### src/rtl/vga_timing_pipe.sv
// VGA raster timing generator with a pixel-enable at clk/2.
// Sync and blank flags are delayed to line up with the compositor's color latency.
module vga_timing_pipe #(
    parameter int H_VISIBLE = 640,
    parameter int H_FP      = 16,
    parameter int H_SYNC    = 96,
    parameter int H_BP      = 48,
    parameter int V_VISIBLE = 480,
    parameter int V_FP      = 10,
    parameter int V_SYNC    = 2,
    parameter int V_BP      = 33,
    parameter int COLOR_LAT = 0
) (
    input  logic        clk,
    input  logic        rst_l,
    input  logic [23:0] color_in,
    output logic [9:0]  VGA_row,
    output logic [9:0]  VGA_col,
    output logic [7:0]  VGA_R,
    output logic [7:0]  VGA_G,
    output logic [7:0]  VGA_B,
    output logic        VGA_HS,
    output logic        VGA_VS,
    output logic        VGA_BLANK_N,
    output logic        VGA_SYNC_N,
    output logic        VGA_CLK,
    output logic        frame_tick
);
    localparam int H_TOTAL = H_VISIBLE + H_FP + H_SYNC + H_BP;
    localparam int V_TOTAL = V_VISIBLE + V_FP + V_SYNC + V_BP;

    localparam logic [9:0] H_LAST   = 10'(H_TOTAL - 1);
    localparam logic [9:0] V_LAST   = 10'(V_TOTAL - 1);
    localparam logic [9:0] H_VIS    = 10'(H_VISIBLE);
    localparam logic [9:0] V_VIS    = 10'(V_VISIBLE);
    localparam logic [9:0] HS_START = 10'(H_VISIBLE + H_FP);
    localparam logic [9:0] HS_END   = 10'(H_VISIBLE + H_FP + H_SYNC);
    localparam logic [9:0] VS_START = 10'(V_VISIBLE + V_FP);
    localparam logic [9:0] VS_END   = 10'(V_VISIBLE + V_FP + V_SYNC);

    // Flag bundle order: {active, hs, vs}; idle is blank with both syncs high.
    localparam logic [2:0] FLAGS_IDLE = 3'b011;

    logic       phase;
    logic       pix_en;
    logic [9:0] col;
    logic [9:0] row;
    logic [9:0] col_next;
    logic [9:0] row_next;
    logic [2:0] flags_raw;
    logic [2:0] flags_dly;

    assign pix_en = phase;

    always_comb begin
        col_next = col + 10'd1;
        row_next = row;
        if (col == H_LAST) begin
            col_next = '0;
            row_next = (row == V_LAST) ? '0 : row + 10'd1;
        end
    end

    always_ff @(posedge clk or negedge rst_l) begin
        if (!rst_l) begin
            phase      <= 1'b0;
            VGA_CLK    <= 1'b0;
            col        <= '0;
            row        <= '0;
            frame_tick <= 1'b0;
        end else begin
            phase      <= ~phase;
            VGA_CLK    <= pix_en;
            frame_tick <= pix_en && (row_next == V_VIS) && (col_next == '0);
            if (pix_en) begin
                col <= col_next;
                row <= row_next;
            end
        end
    end

    assign flags_raw[2] = (col < H_VIS) && (row < V_VIS);
    assign flags_raw[1] = !((col >= HS_START) && (col < HS_END));
    assign flags_raw[0] = !((row >= VS_START) && (row < VS_END));

    generate
        if (COLOR_LAT == 0) begin : g_nodelay
            assign flags_dly = flags_raw;
        end else begin : g_delay
            logic [2:0] stage [COLOR_LAT];

            always_ff @(posedge clk or negedge rst_l) begin
                if (!rst_l) begin
                    for (int i = 0; i < COLOR_LAT; i++) stage[i] <= FLAGS_IDLE;
                end else if (pix_en) begin
                    stage[0] <= flags_raw;
                    for (int i = 1; i < COLOR_LAT; i++) stage[i] <= stage[i-1];
                end
            end

            assign flags_dly = stage[COLOR_LAT-1];
        end
    endgenerate

    // color_in already carries COLOR_LAT periods of delay, so it pairs with flags_dly.
    always_ff @(posedge clk or negedge rst_l) begin
        if (!rst_l) begin
            VGA_HS      <= 1'b1;
            VGA_VS      <= 1'b1;
            VGA_BLANK_N <= 1'b0;
            VGA_R       <= '0;
            VGA_G       <= '0;
            VGA_B       <= '0;
        end else if (pix_en) begin
            VGA_BLANK_N           <= flags_dly[2];
            VGA_HS                <= flags_dly[1];
            VGA_VS                <= flags_dly[0];
            {VGA_R, VGA_G, VGA_B} <= flags_dly[2] ? color_in : 24'h0;
        end
    end

    assign VGA_row    = row;
    assign VGA_col    = col;
    assign VGA_SYNC_N = 1'b0;

endmodule

### config.mk
export PLATFORM = sky130hd
export DESIGN_NAME = vga_timing_pipe
export DESIGN_NICKNAME = d
export VERILOG_FILES = /design/src/rtl/vga_timing_pipe.sv
export SDC_FILE = /design/constraint.sdc
export NUM_CORES = 1
export LEC_CHECK = 0
export BUFFER_PORTS_ARGS = -buffer_cell sky130_fd_sc_hd__buf_2
export CORE_MARGIN = 1.5
export CORE_UTILIZATION = 38
export DETAILED_ROUTE_END_ITERATION = 8
export MAX_ROUTING_LAYER = met4
export SLEW_MARGIN = 10
export SYNTH_ARGS = -nofsm -noshare
export SYNTH_HDL_FRONTEND = slang
export SYNTH_SLANG_ARGS = --single-unit
### constraint.sdc
create_clock -name clk -period 2.6 [get_ports clk]
set_input_delay 0.13 -clock clk [delete_from_list [all_inputs] [get_ports clk]]
set_output_delay 0.13 -clock clk [all_outputs]
set_load 0.02 [all_outputs]
==> summary.txt, run 1 <==
Die height - 84.5 um
Total grt overflow - 0
Final ANT Viol Nets - 0
Total global-route track usage - 0.175
Maximum buffer depth of the clock tree - 2
Number of diodes - 0
Iter 0 DRT Violations - 109
CP max FO - 12
Post-DP HPWL - 4.06 mm
VDD IR max - 0.301 mV
Required time worst endpoint - 2.81 ns
HP Start - color_in[12]
Most frequent cells in the layout - 74 x buf_2, 48 x dfrtp_1, 24 x a22o_1
CP delay by family, top - simple AND/OR/NAND/NOR gates
Worst slew margin - 0.625
Crit path time final - 2.27 ns
Clock network latency to the later pin of the worst-skew pair - 0.31 ns
Pin count of the biggest net entering global routing - 35
Beginning of the critical path - VGA_col[4]
Vias - 2135
Clk root buf - clkbuf_8
CP cell instances - nand4b_1, nor4_4, xor2_1, nand4_1, nor4_2
Initial antenna violation count - 0
CTS Buf Count - 5
# port buffers - 74
Post-synthesis cell type count - 51
RSZ-0062 raised after global routing - no
Final slew viol count - 0
Final setup fails - 0
Layout cells sized above 1 - 0.298
Area growth, synth to finish - 21.1%
Synthesized area - 0.00253 mm2
Global-route wire length before repair - 9.79 mm
Post-synth ARST share - 1.00
Gate Count Post-Synth - 248
Worst slew pin tran - 0.563 ns
Yosys warnings - 0
Initial DRT Pass Iterations - 4
Register area share after synthesis - 0.496
Reg clk slew, reported paths - 0.10 ns
Clk sinks - 50
Max cap viols - 0
CTS tree - built
Nets - 345
Part of the cycle the worst path needs - 0.873
Synth Area per Inst - 10.2 um2
Std cell rows - 29
Final RePlAce weighted congestion - 0.858
Final Hold Violating Endpoints - 0
Max frequency - 441 MHz
Core Box Area - 0.00639 mm2
DR WL/cell - 15.0 um
Worst path arrival time - 2.48 ns
Hold buffer count at CTS - 1
Crit path buf inv count - 0
Crit-path slowest cell - dfrtp_1
Setup bufs post-CTS - 0
Critical R2R Launch - VGA_col[4]
P per Cell Area - 478 mW/mm2
Final instance area - 0.00306 mm2
Min-delay worst type - primary input to flop
Worst setup EP type - flop
Initial Util - 0.396
Post-synth EDFFs - 0
Ports - 76
Die Span X - 84.5 um
Leak - 1.46 nW
Residual DRC - 0
Number of global-route vias before repair - 1988
Full die area - 0.00715 mm2
Status - completed
Core Util, Final - 0.479
Flops & latches, synth - 50
CP startpoint kind - flop
Top_reg_cell synth - dfrtp_1
Clk_skew - 0.00621 ns
Total power draw - 1.46 mW
Post-Syn Nets - 279
Area after DPL - 0.00293 mm2
Most common cell after layout, fill and taps aside - buf_2
Kind of critical path - flop to flop
H-tree Lvls - 2
Max incr delay on CP - 0.60 ns
Setup TNS - 0 ns
WHS - 0.0326 ns
Final Routed Wirelength - 5.88 mm
Cts repair resizes - 0
DR vias/cell - 5.45
## where the power goes
part / internal [mW] / switching, mW / total [mW]
Combinational: 0.0408 / 0.0562 / 0.0970
Clock: 0.289 / 0.271 / 0.559
Sequential: 0.796 / 0.0105 / 0.807
Total: 1.13 / 0.337 / 1.46
## worst paths after layout
kind / endpoint / slack [ns] / depth (start not counted)
max: frame_tick / 0.33 / 5
min: VGA_G[4] / 0.03 / 2
max reg2reg: frame_tick / 0.33 / 5
min reg2reg: VGA_BLANK_N / 0.49 / 1
max in group asynchronous: VGA_R[4] / 1.52 / 3
min in group asynchronous: frame_tick / 0.33 / 2
## kinds of logic (layout without fill, tap and decap cells)
group,after synthesis,after routing,share of synthesized area
xor gates and xnor gates,12,12,0.0416
DFF,50,50,0.496
and+or+nand+nor,80,80,0.176
adders and majority gates,5,5,0.0248
buffers and inverters,31,98,0.0579
muxes,2,2,0.00793
other,1,1,0.00148
AOI/OAI and AO/OA,67,67,0.194
## cell type report
| cell class | instances | area (um2) |
|---|---|---|
| multi-input cells | 167 | 1130 |
| inverters | 9 | 33.8 |
| clock buffers | 5 | 68.8 |
| well taps | 77 | 96.3 |
| repair buffers | 81 | 429 |
| fillers | 608 | 3330 |
| flip-flops and latches | 50 | 1250 |
| clock inverters | 3 | 43.8 |
## metal layers
metal / vias up / global-route usage / wire, um
met2: 69 / 0.263 / 2640
met5: - / - / 0
li1: 1039 / - / -
met1: 1020 / 0.241 / 2850
met4: 0 / 0.0469 / 68
met3: 7 / 0.0403 / 320
## cells in the mapped netlist, drive strengths merged, types with 3 or more instances
cell | instances | share of area
nor4 | 4 | 0.018
xnor2 | 10 | 0.035
a21oi | 3 | 0.0059
clkbuf | 14 | 0.021
buf | 8 | 0.024
o21ai | 17 | 0.034
a31oi | 3 | 0.0074
a22o | 24 | 0.083
nand3 | 10 | 0.020
inv | 8 | 0.012
nand2 | 20 | 0.030
nor2 | 13 | 0.019
o31ai | 4 | 0.012
nand4 | 10 | 0.025
ha | 5 | 0.025
dfrtp | 48 | 0.48
and3 | 4 | 0.0099
nor3 | 8 | 0.018
## metrics by stage
stage	std cells	setup WS, ns
global route	392	0.206
CTS	391	0.330
detailed placement	382	0.349
finish	392	0.331
floorplan	248	0.411
global placement	382	0.375
## state kept, by name (all words and copies together), names as in the netlist
name	cells
VGA_B	8
VGA_BLANK_N	1
VGA_CLK	1
VGA_G	8
VGA_HS	1
VGA_R	8
VGA_VS	1
VGA_col	10
VGA_row	10
frame_tick	1
phase	1
Note: power is estimated with default switching activity, not from simulation.
==> run 2: changes to the inputs <==
CTS_BUF_LIST = sky130_fd_sc_hd__clkbuf_4   (was not set)
==> summary.txt, run 2 (synthesis results as in run 1) <==
RSZ-0062 raised after global routing - no
Vias - 2264
Final setup fails - 0
Final instance area - 0.00327 mm2
Initial DRT Pass Iterations - 5
Kind of critical path - flop to flop
Residual DRC - 0
Worst path arrival time - 2.57 ns
Pin count of the biggest net entering global routing - 35
Iter 0 DRT Violations - 121
Setup bufs post-CTS - 0
Crit path time final - 2.28 ns
Inst Count DP - 382
Beginning of the critical path - VGA_col[4]
Final Instance Count excl. Fillers - 416
Final slew viol count - 0
Number of diodes - 0
DR vias/cell - 5.44
CTS tree - built
Final Routed Wirelength - 6.34 mm
Critical R2R Launch - VGA_col[4]
Initial Util - 0.396
Max frequency - 438 MHz
WHS - 0.255 ns
H-tree Lvls - 2
Seq. cell area - 0.00125 mm2
Leak - 1.54 nW
CP startpoint kind - flop
Fillers - 576
Die height - 84.5 um
Total global-route track usage - 0.189
Reg2Reg Depth - 5
Post-Place Setup Slack - 0.349 ns
Status - completed
Die Span X - 84.5 um
Post-DP HPWL - 4.06 mm
Reg2Reg Capture Point - frame_tick
Number of global-route vias before repair - 2178
Initial antenna violation count - 0
Std cell rows - 29
Most frequent cells in the layout - 74 x buf_2, 48 x dfrtp_1, 25 x dlygate4sd3_1
Part of the cycle the worst path needs - 0.878
Maximum buffer depth of the clock tree - 2
Area growth, synth to finish - 29.4%
Clk root buf - clkbuf_4
Total grt overflow - 0
Clock network latency to the later pin of the worst-skew pair - 0.37 ns
Worst slew pin tran - 0.557 ns
Required time worst endpoint - 2.88 ns
DR WL/cell - 15.2 um
Nets - 369
Global-route wire length before repair - 10.7 mm
Core Box Area - 0.00639 mm2
Reg2Reg Setup Slack - 0.32 ns
Worst setup EP type - flop
Clk sinks - 50
Final ANT Viol Nets - 0
Layout cells sized above 1 - 0.277
Setup WS post-layout - 0.318 ns
# port buffers - 74
Max incr delay on CP - 0.61 ns
Area after DPL - 0.00293 mm2
Ports - 76
CP delay by family, top - simple AND/OR/NAND/NOR gates
Crit-path slowest cell - dfrtp_1
Crit path buf inv count - 0
Worst slew margin - 0.629
CP max FO - 12
P per Cell Area - 428 mW/mm2
Min-delay worst type - primary input to asynchronous set/reset pin
Clk_skew - 0.00753 ns
VDD IR max - 0.252 mV
Multi-input gate area - 0.00113 mm2
CP cell instances - nand4b_1, nor4_4, xor2_1, nand4_1, nor4_2
CTS Buf Count - 5
Final RePlAce weighted congestion - 0.858
Setup TNS - 0 ns
Reg clk slew, reported paths - 0.15 ns
Max cap viols - 0
Most common cell after layout, fill and taps aside - buf_2
Full die area - 0.00715 mm2
Final Hold Violating Endpoints - 0
[run 2: cell count changes in the layout (fill, tap and decap cells not counted)]
cell | previous run | this run
clkbuf_8 | 5 | 0
clkbuf_4 | 0 | 5
dlygate4sd3_1 | 1 | 25
[run 2: metrics by stage]
| stage | power, mW | util |
|---|---|---|
| floorplan | 0.864 | - |
| global placement | 0.919 | 0.458 |
| detailed placement | 0.920 | 0.458 |
| CTS | 1.41 | 0.510 |
| global route | 1.46 | 0.512 |
| finish | 1.40 | 0.512 |
[run 2: layer usage]
layer / wire length, um / GRT usage / up-vias / part of all wire
li1: - / - / 1090 / -
met1: 3010 / 0.261 / 1087 / 0.47
met2: 2890 / 0.291 / 82 / 0.46
met3: 382 / 0.0374 / 5 / 0.060
met4: 55 / 0.0411 / 0 / 0.0087
met5: 0 / - / - / 0
[run 2: layout make-up]
class | count | area share
timing repair buffer | 105 | 0.205
clock inverter | 3 | 0.0134
tap | 77 | 0.0295
multi-input combinational | 167 | 0.347
inverter | 9 | 0.0103
sequential | 50 | 0.383
clock buffer | 5 | 0.0115
[run 2: worst max path at each step]
stage | cells past startpoint | to | slack (ns)
after floorplan | 8 | frame_tick | 0.41
final | 5 | frame_tick | 0.32
after global routing | 5 | frame_tick | 0.20
after CTS | 5 | frame_tick | 0.32
after global placement | 6 | frame_tick | 0.37
after detailed placement | 5 | frame_tick | 0.35
[run 2: timing repair]
item,4_1_cts,5_1_grt
gates resized for setup,0,0
hold endpoints to repair,45,0
hold buffers,25,0
[run 2: report_power, final]
group	internal, mW	switching, mW	leakage, nW
Combinational	0.0643	0.0629	0.882
Sequential	0.797	0.0106	0.617
Clock	0.205	0.261	0.0456
